--- src/rtl/split_pkg.sv ---
// ---------------------------------------------------------------------------
// split_pkg
// Shared types and constants for the shape split sequencer and its splitter.
//   - ShapeType     : opcode shape codes (LINE, TRIANGLE, CIRCLE)
//   - select codes  : splitter phase selects LL1, TL1..TL3, CA1
//   - seq_state_t   : sequencer FSM states
//   - field offsets : bit positions of color/loc1/loc2/loc3/fill in op_data
//   - first_phase() : first splitter phase of a legal shape
// ---------------------------------------------------------------------------
package split_pkg;

    typedef enum logic [3:0] {
        LINE     = 4'd0,
        TRIANGLE = 4'd1,
        CIRCLE   = 4'd2
    } ShapeType;

    localparam logic [2:0] LL1 = 3'd0;
    localparam logic [2:0] TL1 = 3'd1;
    localparam logic [2:0] TL2 = 3'd2;
    localparam logic [2:0] TL3 = 3'd3;
    localparam logic [2:0] CA1 = 3'd4;

    typedef enum logic [1:0] {
        ST_IDLE  = 2'd0,
        ST_ISSUE = 2'd1,
        ST_WAIT  = 2'd2
    } seq_state_t;

    // op_data = {color[15:0], loc1[18:0], loc2[18:0], loc3[18:0], fill}
    localparam int OPDATA_W  = 74;
    localparam int COLOR_W   = 16;
    localparam int LOC_W     = 19;
    localparam int COLOR_LSB = 58;
    localparam int LOC1_LSB  = 39;
    localparam int LOC2_LSB  = 20;
    localparam int LOC3_LSB  = 1;
    localparam int FILL_BIT  = 0;

    // First splitter phase for a legal shape code.
    function automatic logic [2:0] first_phase(input logic [3:0] shape);
        logic [2:0] sel;
        case (shape)
            LINE:     sel = LL1;
            TRIANGLE: sel = TL1;
            CIRCLE:   sel = CA1;
            default:  sel = LL1;
        endcase
        return sel;
    endfunction

endpackage

--- src/rtl/split_sequencer_splitter.sv ---
// ---------------------------------------------------------------------------
// splitter
// Combinational shape splitter: picks the pair of locations for one segment.
// Ports:
//   opdata     in  74  {color, loc1, loc2, loc3, fill}
//   output_sel in  3   phase select (LL1, TL1, TL2, TL3, CA1)
//   locations  out 38  {first point, second point} of the segment
//   color      out 16  shape color
// A circle segment carries {centre = loc1, rim/radius point = loc2}.
// The fill bit is carried through opdata but not interpreted here.
// ---------------------------------------------------------------------------
module splitter
    import split_pkg::*;
(
    input  logic [73:0] opdata,
    input  logic [2:0]  output_sel,
    output logic [37:0] locations,
    output logic [15:0] color
);

    logic [18:0] loc1_s;
    logic [18:0] loc2_s;
    logic [18:0] loc3_s;
    logic        unused_fill_s;

    assign loc1_s        = opdata[LOC1_LSB +: LOC_W];
    assign loc2_s        = opdata[LOC2_LSB +: LOC_W];
    assign loc3_s        = opdata[LOC3_LSB +: LOC_W];
    assign color         = opdata[COLOR_LSB +: COLOR_W];
    assign unused_fill_s = opdata[FILL_BIT];

    // Select the endpoint pair for the current phase.
    always_comb begin
        locations = 38'd0;
        case (output_sel)
            LL1:     locations = {loc1_s, loc2_s};
            TL1:     locations = {loc1_s, loc2_s};
            TL2:     locations = {loc1_s, loc3_s};
            TL3:     locations = {loc2_s, loc3_s};
            CA1:     locations = {loc1_s, loc2_s};
            default: locations = 38'd0;
        endcase
    end

endmodule

--- src/rtl/split_sequencer.sv ---
// ---------------------------------------------------------------------------
// split_sequencer
// Accepts one shape opcode at a time and steps the splitter through the
// shape's segment phases, launching each segment on the rasterizer with a
// draw_start / draw_done handshake.
// Ports:
//   clk, rst          clock and asynchronous active-high reset
//   op_valid/op_ready opcode handshake (ready only while idle)
//   op_shape, op_data opcode shape code and payload
//   abort             synchronous cancel of the shape in progress
//   draw_start        one-cycle segment launch pulse
//   draw_circle       current segment is a circle
//   draw_done         rasterizer finished the current segment
//   locations, color  splitter outputs for the current phase
//   busy              shape in progress
//   shape_done        pulse after the last segment completes
//   op_err            pulse after an illegal shape code is dropped
//   err_count         saturating reject counter (only with SPLIT_SEQ_ERRCNT_EN)
// Optional feature macro: SPLIT_SEQ_ERRCNT_EN
// ---------------------------------------------------------------------------
module split_sequencer
    import split_pkg::*;
(
    input  logic        clk,
    input  logic        rst,
    input  logic        op_valid,
    output logic        op_ready,
    input  logic [3:0]  op_shape,
    input  logic [73:0] op_data,
    input  logic        abort,
    output logic        draw_start,
    output logic        draw_circle,
    input  logic        draw_done,
    output logic [37:0] locations,
    output logic [15:0] color,
    output logic        busy,
    output logic        shape_done,
    output logic        op_err
`ifdef SPLIT_SEQ_ERRCNT_EN
    ,
    output logic [7:0]  err_count
`endif
);

    seq_state_t  state_r;
    logic [73:0] opdata_r;
    logic [2:0]  phase_r;
    logic        shape_legal_s;
    logic        last_phase_s;
    logic        reject_s;

    assign shape_legal_s = (op_shape <= 4'd2);
    // Only the first two triangle phases have a successor.
    assign last_phase_s  = (phase_r != TL1) && (phase_r != TL2);
    assign reject_s      = (state_r == ST_IDLE) && op_valid && !shape_legal_s;

    // Sequencer FSM with all control outputs registered.
    always_ff @(posedge clk or posedge rst) begin
        if (rst) begin
            state_r     <= ST_IDLE;
            opdata_r    <= 74'd0;
            phase_r     <= LL1;
            op_ready    <= 1'b1;
            draw_start  <= 1'b0;
            draw_circle <= 1'b0;
            busy        <= 1'b0;
            shape_done  <= 1'b0;
            op_err      <= 1'b0;
        end else begin
            draw_start <= 1'b0;
            shape_done <= 1'b0;
            op_err     <= 1'b0;
            case (state_r)
                ST_IDLE: begin
                    // abort is deliberately ignored while idle
                    if (op_valid) begin
                        if (shape_legal_s) begin
                            opdata_r    <= op_data;
                            phase_r     <= first_phase(op_shape);
                            draw_circle <= (op_shape == CIRCLE);
                            state_r     <= ST_ISSUE;
                            draw_start  <= 1'b1;
                            busy        <= 1'b1;
                            op_ready    <= 1'b0;
                        end else begin
                            op_err <= 1'b1;
                        end
                    end
                end
                ST_ISSUE: begin
                    if (abort) begin
                        state_r  <= ST_IDLE;
                        busy     <= 1'b0;
                        op_ready <= 1'b1;
                    end else begin
                        state_r <= ST_WAIT;
                    end
                end
                ST_WAIT: begin
                    if (abort) begin
                        state_r  <= ST_IDLE;
                        busy     <= 1'b0;
                        op_ready <= 1'b1;
                    end else if (draw_done) begin
                        if (last_phase_s) begin
                            state_r    <= ST_IDLE;
                            shape_done <= 1'b1;
                            busy       <= 1'b0;
                            op_ready   <= 1'b1;
                        end else begin
                            phase_r    <= phase_r + 3'd1;
                            state_r    <= ST_ISSUE;
                            draw_start <= 1'b1;
                        end
                    end
                end
                default: begin
                    state_r  <= ST_IDLE;
                    busy     <= 1'b0;
                    op_ready <= 1'b1;
                end
            endcase
        end
    end

`ifdef SPLIT_SEQ_ERRCNT_EN
    // Saturating count of rejected opcodes, cleared only by reset.
    always_ff @(posedge clk or posedge rst) begin
        if (rst) begin
            err_count <= 8'd0;
        end else if (reject_s && (err_count != 8'hFF)) begin
            err_count <= err_count + 8'd1;
        end
    end
`else
    logic unused_reject_s;
    assign unused_reject_s = reject_s;
`endif

    splitter u_splitter (
        .opdata     (opdata_r),
        .output_sel (phase_r),
        .locations  (locations),
        .color      (color)
    );

endmodule

--- config.mk ---
export PLATFORM = sky130hd
export DESIGN_NAME = split_sequencer
export DESIGN_NICKNAME = d
export VERILOG_FILES = /design/src/rtl/split_pkg.sv /design/src/rtl/split_sequencer_splitter.sv /design/src/rtl/split_sequencer.sv
export SDC_FILE = /design/constraint.sdc
export NUM_CORES = 1
export LEC_CHECK = 0
export BUFFER_PORTS_ARGS = -buffer_cell sky130_fd_sc_hd__buf_4
export CORE_ASPECT_RATIO = 0.9
export CORE_MARGIN = 2
export CORE_UTILIZATION = 25
export CTS_CLUSTER_DIAMETER = 120
export DETAILED_ROUTE_END_ITERATION = 7
export PLACE_DENSITY = 0.42
export REMOVE_ABC_BUFFERS = 1
export SKIP_CTS_REPAIR_TIMING = 1
export SLEW_MARGIN = 20
export SYNTH_ARGS = -nofsm -noshare
export SYNTH_HDL_FRONTEND = slang
export SYNTH_SLANG_ARGS = --single-unit
--- constraint.sdc ---
create_clock -name clk -period 5.5 [get_ports clk]
set_input_delay 0.55 -clock clk [delete_from_list [all_inputs] [get_ports clk]]
set_output_delay 0.55 -clock clk [all_outputs]
set_load 0.05 [all_outputs]
==> impl_summary.txt, run 1 <==
----------------------------------------------------
[Clock network]
  Number of buffers created by CTS ... 9
  Maximum root-to-sink buffer count ... 2
  Skew-Pair Late Insertion Delay ... 340 ps
  Clock tree from TritonCTS ... built
  Clock net sink count ... 84
  Root Buffer Master ... sky130_fd_sc_hd__clkbuf_16
  H-tree depth ... 3
  CTS clk-pin slew, worst paths ... 70 ps

[Route]
  DRT iter0 DRCs ... 131
  Number of vias per cell after detailed routing ... 4.45
  Antenna-violating nets left ... 0
  Router iterations before antenna repair ... 4
  Total via count after detailed routing ... 3517
  DRC violations left ... 0
  Total Wirelength ... 11800 microns
  Avg WL per Cell ... 14.9 microns

[Hold path]
  Tightest Hold Check Type ... primary input to async pin

[Global route]
  Wire length of the first global-routing pass ... 18700 microns
  GRT met3 Usage ... 5.41%
  Total congestion overflow ... 0
  Maximum number of pins on one net before global-route repair ... 74
  Met1 capacity usage during global routing ... 18.0%
  Busiest grt layer ... met2
  Initial antenna violation count ... 0
  Via count of the first global-routing pass ... 3677
  Global-route total usage across every layer ... 14.4%
  Global-route track usage on met2 ... 23.2%

[Placement]
  RD Place Congestion ... 0.718
  Port bufs ... 141
  HPWL reported at the end of detailed placement ... 7440 microns

[Timing]
  Final slew viol count ... 0
  Maximum clock frequency ... 265 MHz
  Post-route fraction of the period consumed by the critical path ... 68.6%
  Slew at the pin closest to its max-slew limit ... 1020 ps
  Total setup violations reported at the end of the flow ... 0
  Count of final hold-check violations ... 0
  Final critical delay including setup and external delays ... 3770 ps
  Largest clock skew in the final design ... 6.10 ps
  Worst slew margin relative to its limit ... 32.0%
  Post-Route Hold Slack ... 386 ps
  Sum of negative setup slack ... 0 ps
  Setup repair after global routing missed its margin ... no

[Critical path]
  Endpoint of the lowest-slack register-to-register path ... phase_r[0]$_DFFE_PP0P_
  Critical path launch point ... phase_r[0]$_DFFE_PP0P_
  Slowest cell on the critical path ... sky130_fd_sc_hd__ha_1
  Critical path destination ... locations[15]
  Chain of cells forming the critical path ... ha_1 > ha_1 > a21o_1 > a22oi_1 > nor2_1 > buf_4
  Worst Path Max Fanout ... 20
  Number of buffers and inverters on the critical path ... 1
  Cell count along the critical path ... 6
  Path depth of the worst reg2reg path ... 5
  Type of destination of the critical path ... primary output
  Launch point of the worst reg-to-reg path ... state_r[1]$_DFFE_PP0P_
  Arr. time, crit path ... 3220 ps
  Category of the worst setup path launch point ... register
  Most common cell type on the critical path ... sky130_fd_sc_hd__ha_1
  Classification of the worst setup path ... register to primary output
  Required time of the critical path ... 4950 ps
  Slowest cell delay on critical path ... 820 ps
  Setup slack of the most critical reg-to-reg path ... 2980 ps
  Kind of cell adding the most delay to the critical path ... adder cells

[Synthesis]
  Multiplexer share of the synthesized area ... 0%
  Commonest register cell after synthesis ... sky130_fd_sc_hd__dfrtp_1
  Portion of the post-synthesis area used by sequential elements ... 52.5%
  Synth unique cells ... 36
  Synthesized-area fraction occupied by ao, oa, aoi and oai cells ... 11.1%
  Post-synthesis average cell area ... 8.48 sq um
  Mapped Cells ... 472
  Post-Syn Area ... 4000 sq um
  Dominant combinational cell family by area after synthesis ... simple AND/OR/NAND/NOR gates
  Post-synth ARST share ... 100%
  Warnings, synthesis ... 0
  Post-synthesis simple-gate area fraction ... 27.4%
  FF+latch count, synth ... 84
  Fraction of synthesized cell area in xor and xnor cells ... 0%
  Synth Area in Adders ... 1.56%
  EDFF count, synth ... 0

[Floorplanning]
  Die H ... 124 microns
  Starting density of the core ... 25.7%
  Ports ... 143
  Number of cell rows ... 43
  Core ar. ... 15500 sq um
  Die extent in x ... 137 microns
  Die area ... 17000 sq um

[Power]
  Register share of total power ... 33.7%
  Switching portion of total power ... 41.3%
  Net load switching power ... 0.00101 W
  Clk network pwr share ... 27.2%
  P per Cell Area ... 454 nW/um^2
  Cell internal pwr ... 0.00144 W
  Part of the power in combinational logic ... 39.1%
  Worst ir drop on vdd ... 0.000182 V
  LEAKAGE ... 2.88 nW

[Final layout]
  Final layout net count ... 671
  Synthesis-to-finish area growth ... 34.6%
  Share of layout cells above drive strength 1 ... 28.4%
  Most frequent cells in the layout ... 221 x sky130_fd_sc_hd__nand2_1, 143 x sky130_fd_sc_hd__buf_4, 83 x sky130_fd_sc_hd__dfrtp_1
  Most common cell after layout, fill and taps aside ... sky130_fd_sc_hd__nand2_1
  Final antenna diode count ... 0

[Run status]
  Status ... complete, no violations

[Flow run]
  Max-cap violations ... 0

----------------------------------------------------
[registers in the layout, summed over array words and instances (netlist names)]
register     flops
opdata_r        73
shape_done       1
busy             1
draw_start       1
state_r          2
draw_circle      1
phase_r          3
op_err           1
op_ready         1
[worst min path at each step]
stage | from | end | slack, ps | cells after the start
6_report | rst | opdata_r[63]$_DFFE_PP0P_ | 390 | 2
3_5_place_dp | opdata_r[44]$_DFFE_PP0P_ | opdata_r[44]$_DFFE_PP0P_ | 460 | 2
2_1_floorplan | opdata_r[10]$_DFFE_PP0P_ | opdata_r[10]$_DFFE_PP0P_ | 450 | 2
3_3_place_gp | opdata_r[4]$_DFFE_PP0P_ | opdata_r[4]$_DFFE_PP0P_ | 460 | 2
5_1_grt | op_data[64] | opdata_r[64]$_DFFE_PP0P_ | 370 | 3
4_1_cts | op_data[64] | opdata_r[64]$_DFFE_PP0P_ | 370 | 3
[cell usage after synthesis, drive strengths merged (2+ instances only)]
cell type,instances,area [sq um]
a211oi,2,20.0
buf,29,228
o21a,2,15.0
a21oi,2,10.0
or3b,2,20.0
inv,4,15.0
nand3,2,10.0
o211ai,2,15.0
nor2,44,173
a21o,2,15.0
o22ai,2,26.3
clkbuf,14,52.6
o21ai,3,15.0
ha,5,62.6
nand2b,3,18.8
a22oi,38,285
dfrtp,83,2080
o22a,2,17.5
nand2,221,830
[cells by family (layout without fill, tap and decap cells)]
| logic type | after synthesis | after routing |
|---|---|---|
| AOI/OAI and AO/OA | 58 | 58 |
| adders and majority gates | 5 | 5 |
| buffers and inverters | 47 | 163 |
| DFF | 84 | 84 |
| and+or+nand+nor | 278 | 278 |
[power groups by stage]
stage	clock, W	combinational (W)	sequential [W]
after global routing	0.000714	0.00103	0.000841
after CTS	0.000690	0.000971	0.000824
after global placement	0	0.000964	0.000830
final	0.000664	0.000956	0.000825
after floorplan	0	0.000540	0.000934
after detailed placement	0	0.000970	0.000834
[per-stage QoR]
| stage | area (sq um) | worst slack, ps | util [%] | std cells | power, W |
|---|---|---|---|---|---|
| 3_5_place_dp | 5060 | 2010 | 32.6 | 774 | 0.00180 |
| 2_1_floorplan | 3720 | 2730 | - | 429 | 0.00147 |
| 6_report | 5390 | 1730 | 34.6 | 790 | 0.00245 |
| 5_1_grt | 5390 | 1430 | 34.6 | 790 | 0.00259 |
| 3_3_place_gp | 5060 | 2050 | 32.6 | 774 | 0.00179 |
| 4_1_cts | 5390 | 1610 | 34.6 | 790 | 0.00249 |
[area by class of cell]
class | count | area (sq um)
clock buffer | 9 | 225
clock inverter | 7 | 97.6
fill | 1681 | 10200
inverter | 4 | 16.3
multi-input combinational | 341 | 1620
sequential | 84 | 2100
tap | 202 | 253
timing repair buffer | 143 | 1070
[routing by layer]
layer	routed length, microns	share of wire [%]
met4	100	0.85
met5	0	0
met1	5270	45
met2	5510	47
met3	893	7.6
Note: power is estimated with default switching activity, not from simulation.
==> inputs of run 2 (changes only) <==
PLACE_DENSITY = 0.44   (was 0.42)
clock period = 3.2 ns   (was 5.5 ns; I/O delays follow)
==> run 2 against run 1 <==
Global-route usage about the same. Via count down 0.63%. Final cell count up 0.89%. Worst setup slack lost 1300 ps. Utilization rose by 0.097 points. Critical path type unchanged.
==> impl_summary.txt, run 2 (same netlist as run 1, synthesis figures left out) <==
----------------------------------------------------
[Global route]
  Via count of the first global-routing pass ... 3587
  Wire length of the first global-routing pass ... 18800 microns
  Global-route total usage across every layer ... 14.4%
  Total congestion overflow ... 0
  Initial antenna violation count ... 0
  Maximum number of pins on one net before global-route repair ... 52

[Final layout]
  Max FFs per register ... 73
  Finished Layout Cells ... 797
  Largest registers ... opdata_r: 73 flops, phase_r: 3 flops, state_r: 2 flops
  Largest register by flop count ... opdata_r
  Final antenna diode count ... 0
  Most common cell after layout, fill and taps aside ... sky130_fd_sc_hd__nand2_1
  Share of the core filled with cells ... 34.7%
  Share of layout cells above drive strength 1 ... 28.7%
  Most frequent cells in the layout ... 221 x sky130_fd_sc_hd__nand2_1, 151 x sky130_fd_sc_hd__buf_4, 83 x sky130_fd_sc_hd__dfrtp_1
  Synthesis-to-finish area growth ... 34.9%
  Final layout net count ... 679

[Run status]
  Status ... complete, no violations

[Floorplanning]
  Die area ... 17000 sq um
  Die extent in x ... 137 microns
  Ports ... 143
  Die H ... 124 microns
  Number of cell rows ... 43
  Starting density of the core ... 25.7%
  Core ar. ... 15500 sq um

[Timing]
  Sum of negative setup slack ... 0 ps
  Maximum clock frequency ... 359 MHz
  Worst slew margin relative to its limit ... 38.0%
  Final critical delay including setup and external delays ... 2790 ps
  Count of final hold-check violations ... 0
  Largest clock skew in the final design ... 5.12 ps
  Setup repair after global routing missed its margin ... no
  Post-Route Hold Slack ... 144 ps
  Final slew viol count ... 0
  Total setup violations reported at the end of the flow ... 0
  Slew at the pin closest to its max-slew limit ... 930 ps
  Post-route fraction of the period consumed by the critical path ... 87.0%

[Hold path]
  Tightest Hold Check Type ... primary input to async pin

[Power]
  Worst ir drop on vdd ... 0.000421 V
  P per Cell Area ... 759 nW/um^2
  LEAKAGE ... 2.90 nW
  Total power of the final layout ... 0.00410 W
  Net load switching power ... 0.00168 W
  Switching portion of total power ... 41.1%
  Register share of total power ... 34.6%
  Clk network pwr share ... 25.1%
  Cell internal pwr ... 0.00241 W
  Part of the power in combinational logic ... 40.3%

[Route]
  Router iterations before antenna repair ... 4
  Antenna-violating nets left ... 0
  Total Wirelength ... 11600 microns
  DRC violations left ... 0
  Number of vias per cell after detailed routing ... 4.39
  Total via count after detailed routing ... 3495
  DRT iter0 DRCs ... 147
  Avg WL per Cell ... 14.6 microns

[Clock network]
  Maximum root-to-sink buffer count ... 2
  Skew-Pair Late Insertion Delay ... 340 ps
  CTS clk-pin slew, worst paths ... 60 ps
  H-tree depth ... 3
  Clock net sink count ... 84
  Root Buffer Master ... sky130_fd_sc_hd__clkbuf_16
  Number of buffers created by CTS ... 9
  Clock tree from TritonCTS ... built

[Placement]
  HPWL reported at the end of detailed placement ... 7710 microns
  Placed instance count ... 782
  RD Place Congestion ... 0.731
  Port bufs ... 141

[Critical path]
  Worst Path Max Fanout ... 19
  Type of destination of the critical path ... primary output
  Category of the worst setup path launch point ... register
  Path depth of the worst reg2reg path ... 5
  Classification of the worst setup path ... register to primary output
  Launch point of the worst reg-to-reg path ... state_r[1]$_DFFE_PP0P_
  Endpoint of the lowest-slack register-to-register path ... phase_r[0]$_DFFE_PP0P_
  Arr. time, crit path ... 2470 ps
  Setup slack of the most critical reg-to-reg path ... 1370 ps
  Required time of the critical path ... 2880 ps
  Critical path launch point ... phase_r[0]$_DFFE_PP0P_

[Flow run]
  Max-cap violations ... 0

----------------------------------------------------
[run 2: changes by cell type in the layout (fill, tap and decap cells not counted)]
cell,before,now
sky130_fd_sc_hd__inv_6,2,0
sky130_fd_sc_hd__clkbuf_8,0,1
sky130_fd_sc_hd__buf_4,143,151
sky130_fd_sc_hd__nand3_2,0,1
sky130_fd_sc_hd__nand3_4,1,0
sky130_fd_sc_hd__clkinvlp_4,2,0
sky130_fd_sc_hd__bufinv_16,2,1
sky130_fd_sc_hd__clkbuf_1,0,3
[run 2: layout make-up]
| type | instances | area (sq um) |
|---|---|---|
| Inverter | 4 | 16.3 |
| Clock inverter | 2 | 35.0 |
| Sequential cell | 84 | 2100 |
| Fill cell | 1664 | 10100 |
| Multi-Input combinational cell | 341 | 1610 |
| Tap cell | 202 | 253 |
| Clock buffer | 13 | 250 |
| Timing Repair Buffer | 151 | 1130 |
[run 2: power by group through the flow]
stage	clock network [W]	logic [W]	registers (W)
floorplan	0	0.000927	0.00161
finish	0.00103	0.00165	0.00142
detailed placement	0	0.00168	0.00144
global route	0.00111	0.00178	0.00145
global placement	0	0.00167	0.00143
CTS	0.00108	0.00168	0.00142
[run 2: per-stage QoR]
step | area, sq um | worst slack, ps
3_3_place_gp | 5120 | 731
6_report | 5400 | 414
3_5_place_dp | 5120 | 728
5_1_grt | 5400 | 173
2_1_floorplan | 3720 | 660
4_1_cts | 5400 | 330
[run 2: worst max path at each step]
stage,end,slack [ps],cells after the start
detailed placement,locations[7],730,6
finish,locations[14],410,6
CTS,locations[13],330,6
global placement,locations[14],730,6
floorplan,locations[0],660,5
global route,locations[7],170,6
[run 2: critical path, stage by stage, from the launching register on]
cell,delay (ps)
sky130_fd_sc_hd__dfrtp_1,450
sky130_fd_sc_hd__inv_1,140
sky130_fd_sc_hd__ha_1,200
sky130_fd_sc_hd__a21o_1,750
sky130_fd_sc_hd__a22oi_1,200
sky130_fd_sc_hd__nor2_1,170
sky130_fd_sc_hd__buf_4,220
[run 2: layer usage]
layer,up-vias,share of wire [%],track usage (%)
li1,1741,-,-
met1,1650,45,17.9
met2,98,45,22.6
met3,6,9.2,6.80
met4,0,0.57,3.29
met5,-,0,0
==> inputs of run 3 (changes only) <==
PLACE_DENSITY = 0.42   (was 0.44)
clock period = 3.5 ns   (was 3.2 ns; I/O delays follow)
==> run 3 against run 2 <==
Final cell count is 0.38% lower. Global-route usage grew 0.49 points. First-iteration DRC count rose by 56%. Die area is the same. Clock skew barely moved.
==> impl_summary.txt, run 3 (same netlist as run 1, synthesis figures left out) <==
----------------------------------------------------
[Placement]
  RD Place Congestion ... 0.705
  HPWL reported at the end of detailed placement ... 7600 microns
  Placed instance count ... 778
  Port bufs ... 141

[Final layout]
  Max FFs per register ... 73
  Final layout net count ... 675
  Largest register by flop count ... opdata_r
  Number of fill cells ... 1650
  Share of layout cells above drive strength 1 ... 28.7%
  Synthesis-to-finish area growth ... 35.4%
  Final antenna diode count ... 0
  Most frequent cells in the layout ... 221 x sky130_fd_sc_hd__nand2_1, 146 x sky130_fd_sc_hd__buf_4, 83 x sky130_fd_sc_hd__dfrtp_1
  Largest registers ... opdata_r: 73 flops, phase_r: 3 flops, state_r: 2 flops
  Most common cell after layout, fill and taps aside ... sky130_fd_sc_hd__nand2_1
  Multi-input gate area ... 1620 sq um
  Finished Layout Cells ... 794
  Sequential cell area in the final layout ... 2100 sq um

[Flow run]
  Max-cap violations ... 0

[Critical path]
  Required time of the critical path ... 3150 ps
  Worst Path Max Fanout ... 12
  Launch point of the worst reg-to-reg path ... state_r[1]$_DFFE_PP0P_
  Classification of the worst setup path ... register to primary output
  Critical path launch point ... phase_r[0]$_DFFE_PP0P_
  Category of the worst setup path launch point ... register
  Type of destination of the critical path ... primary output
  Arr. time, crit path ... 2540 ps

[Clock network]
  H-tree depth ... 3
  Maximum root-to-sink buffer count ... 2
  Root Buffer Master ... sky130_fd_sc_hd__clkbuf_16
  Clock net sink count ... 84
  CTS clk-pin slew, worst paths ... 60 ps
  Clock tree from TritonCTS ... built
  Number of buffers created by CTS ... 9
  Skew-Pair Late Insertion Delay ... 340 ps

[Timing]
  Post-Route Hold Slack ... 125 ps
  Setup repair after global routing missed its margin ... no
  Post-route fraction of the period consumed by the critical path ... 82.6%
  Total setup violations reported at the end of the flow ... 0
  Final slew viol count ... 0
  Final critical delay including setup and external delays ... 2890 ps
  Worst slew margin relative to its limit ... 32.8%
  Slew at the pin closest to its max-slew limit ... 1010 ps
  Count of final hold-check violations ... 0
  Sum of negative setup slack ... 0 ps
  Largest clock skew in the final design ... 5.30 ps
  Maximum clock frequency ... 346 MHz

[Floorplanning]
  Ports ... 143
  Number of cell rows ... 43
  Die area ... 17000 sq um
  Die H ... 124 microns
  Core ar. ... 15500 sq um
  Starting density of the core ... 25.7%
  Die extent in x ... 137 microns

[Run status]
  Status ... complete, no violations

[Global route]
  Initial antenna violation count ... 0
  Global-route total usage across every layer ... 14.9%
  Wire length of the first global-routing pass ... 19100 microns
  Via count of the first global-routing pass ... 3549
  Total congestion overflow ... 0
  Maximum number of pins on one net before global-route repair ... 74

[Route]
  Antenna-violating nets left ... 0
  DRT iter0 DRCs ... 229
  DRC violations left ... 0
  Total via count after detailed routing ... 3538
  Total Wirelength ... 12000 microns
  Router iterations before antenna repair ... 4
  Number of vias per cell after detailed routing ... 4.46
  Avg WL per Cell ... 15.1 microns

[Power]
  P per Cell Area ... 703 nW/um^2
  LEAKAGE ... 2.90 nW
  Worst ir drop on vdd ... 0.000364 V

[Hold path]
  Tightest Hold Check Type ... primary input to async pin

----------------------------------------------------
run 3: area by class of cell:
cell class	count	area share (%)
clock buffer	13	4.98
inverter	4	0.323
tap	202	4.66
sequential	84	38.8
clock inverter	3	0.808
timing repair buffer	147	20.6
multi-input combinational	341	29.8
run 3: path summary, 6_finish.rpt:
kind                                            end  slack [ps]  depth (start not counted)
max                                   locations[34]         610                          8
min                        opdata_r[72]$_DFFE_PP0P_         120                          2
max reg2reg                opdata_r[53]$_DFFE_PP0P_        1300                          5
min reg2reg                opdata_r[46]$_DFFE_PP0P_         480                          2
max in group asynchronous      op_ready$_DFFE_PP1P_        2580                          3
min in group clk            opdata_r[5]$_DFFE_PP0P_         200                          3
run 3: metal layers:
metal	vias up	track usage, %	share of wire [%]
met3	7	5.78	7.7
met1	1689	19.0	45
met4	0	3.80	0.58
li1	1738	-	-
met5	-	0	0
met2	104	23.6	47
run 3: where the power goes:
group	switching, W	internal (W)
clock network	0.000390	0.000612
logic	0.00105	0.000463
registers	0.000122	0.00117
total	0.00156	0.00225
run 3: per-stage QoR:
step | utilization [%] | setup WS, ps | power (W) | instance area, sq um
2_1_floorplan | - | 930 | 0.00232 | 3720
3_3_place_gp | 32.8 | 983 | 0.00283 | 5110
3_5_place_dp | 32.8 | 1010 | 0.00284 | 5110
4_1_cts | 34.9 | 603 | 0.00387 | 5420
5_1_grt | 34.9 | 358 | 0.00405 | 5420
6_report | 34.9 | 609 | 0.00381 | 5420
run 3: worst max-delay path, stage by stage (launching register included):
cell	delay, ps
sky130_fd_sc_hd__dfrtp_1	430
sky130_fd_sc_hd__inv_1	110
sky130_fd_sc_hd__ha_1	240
sky130_fd_sc_hd__o21bai_1	550
sky130_fd_sc_hd__nand2b_1	150
sky130_fd_sc_hd__buf_4	240
sky130_fd_sc_hd__a22oi_1	160
sky130_fd_sc_hd__nor2_1	80
sky130_fd_sc_hd__buf_4	240
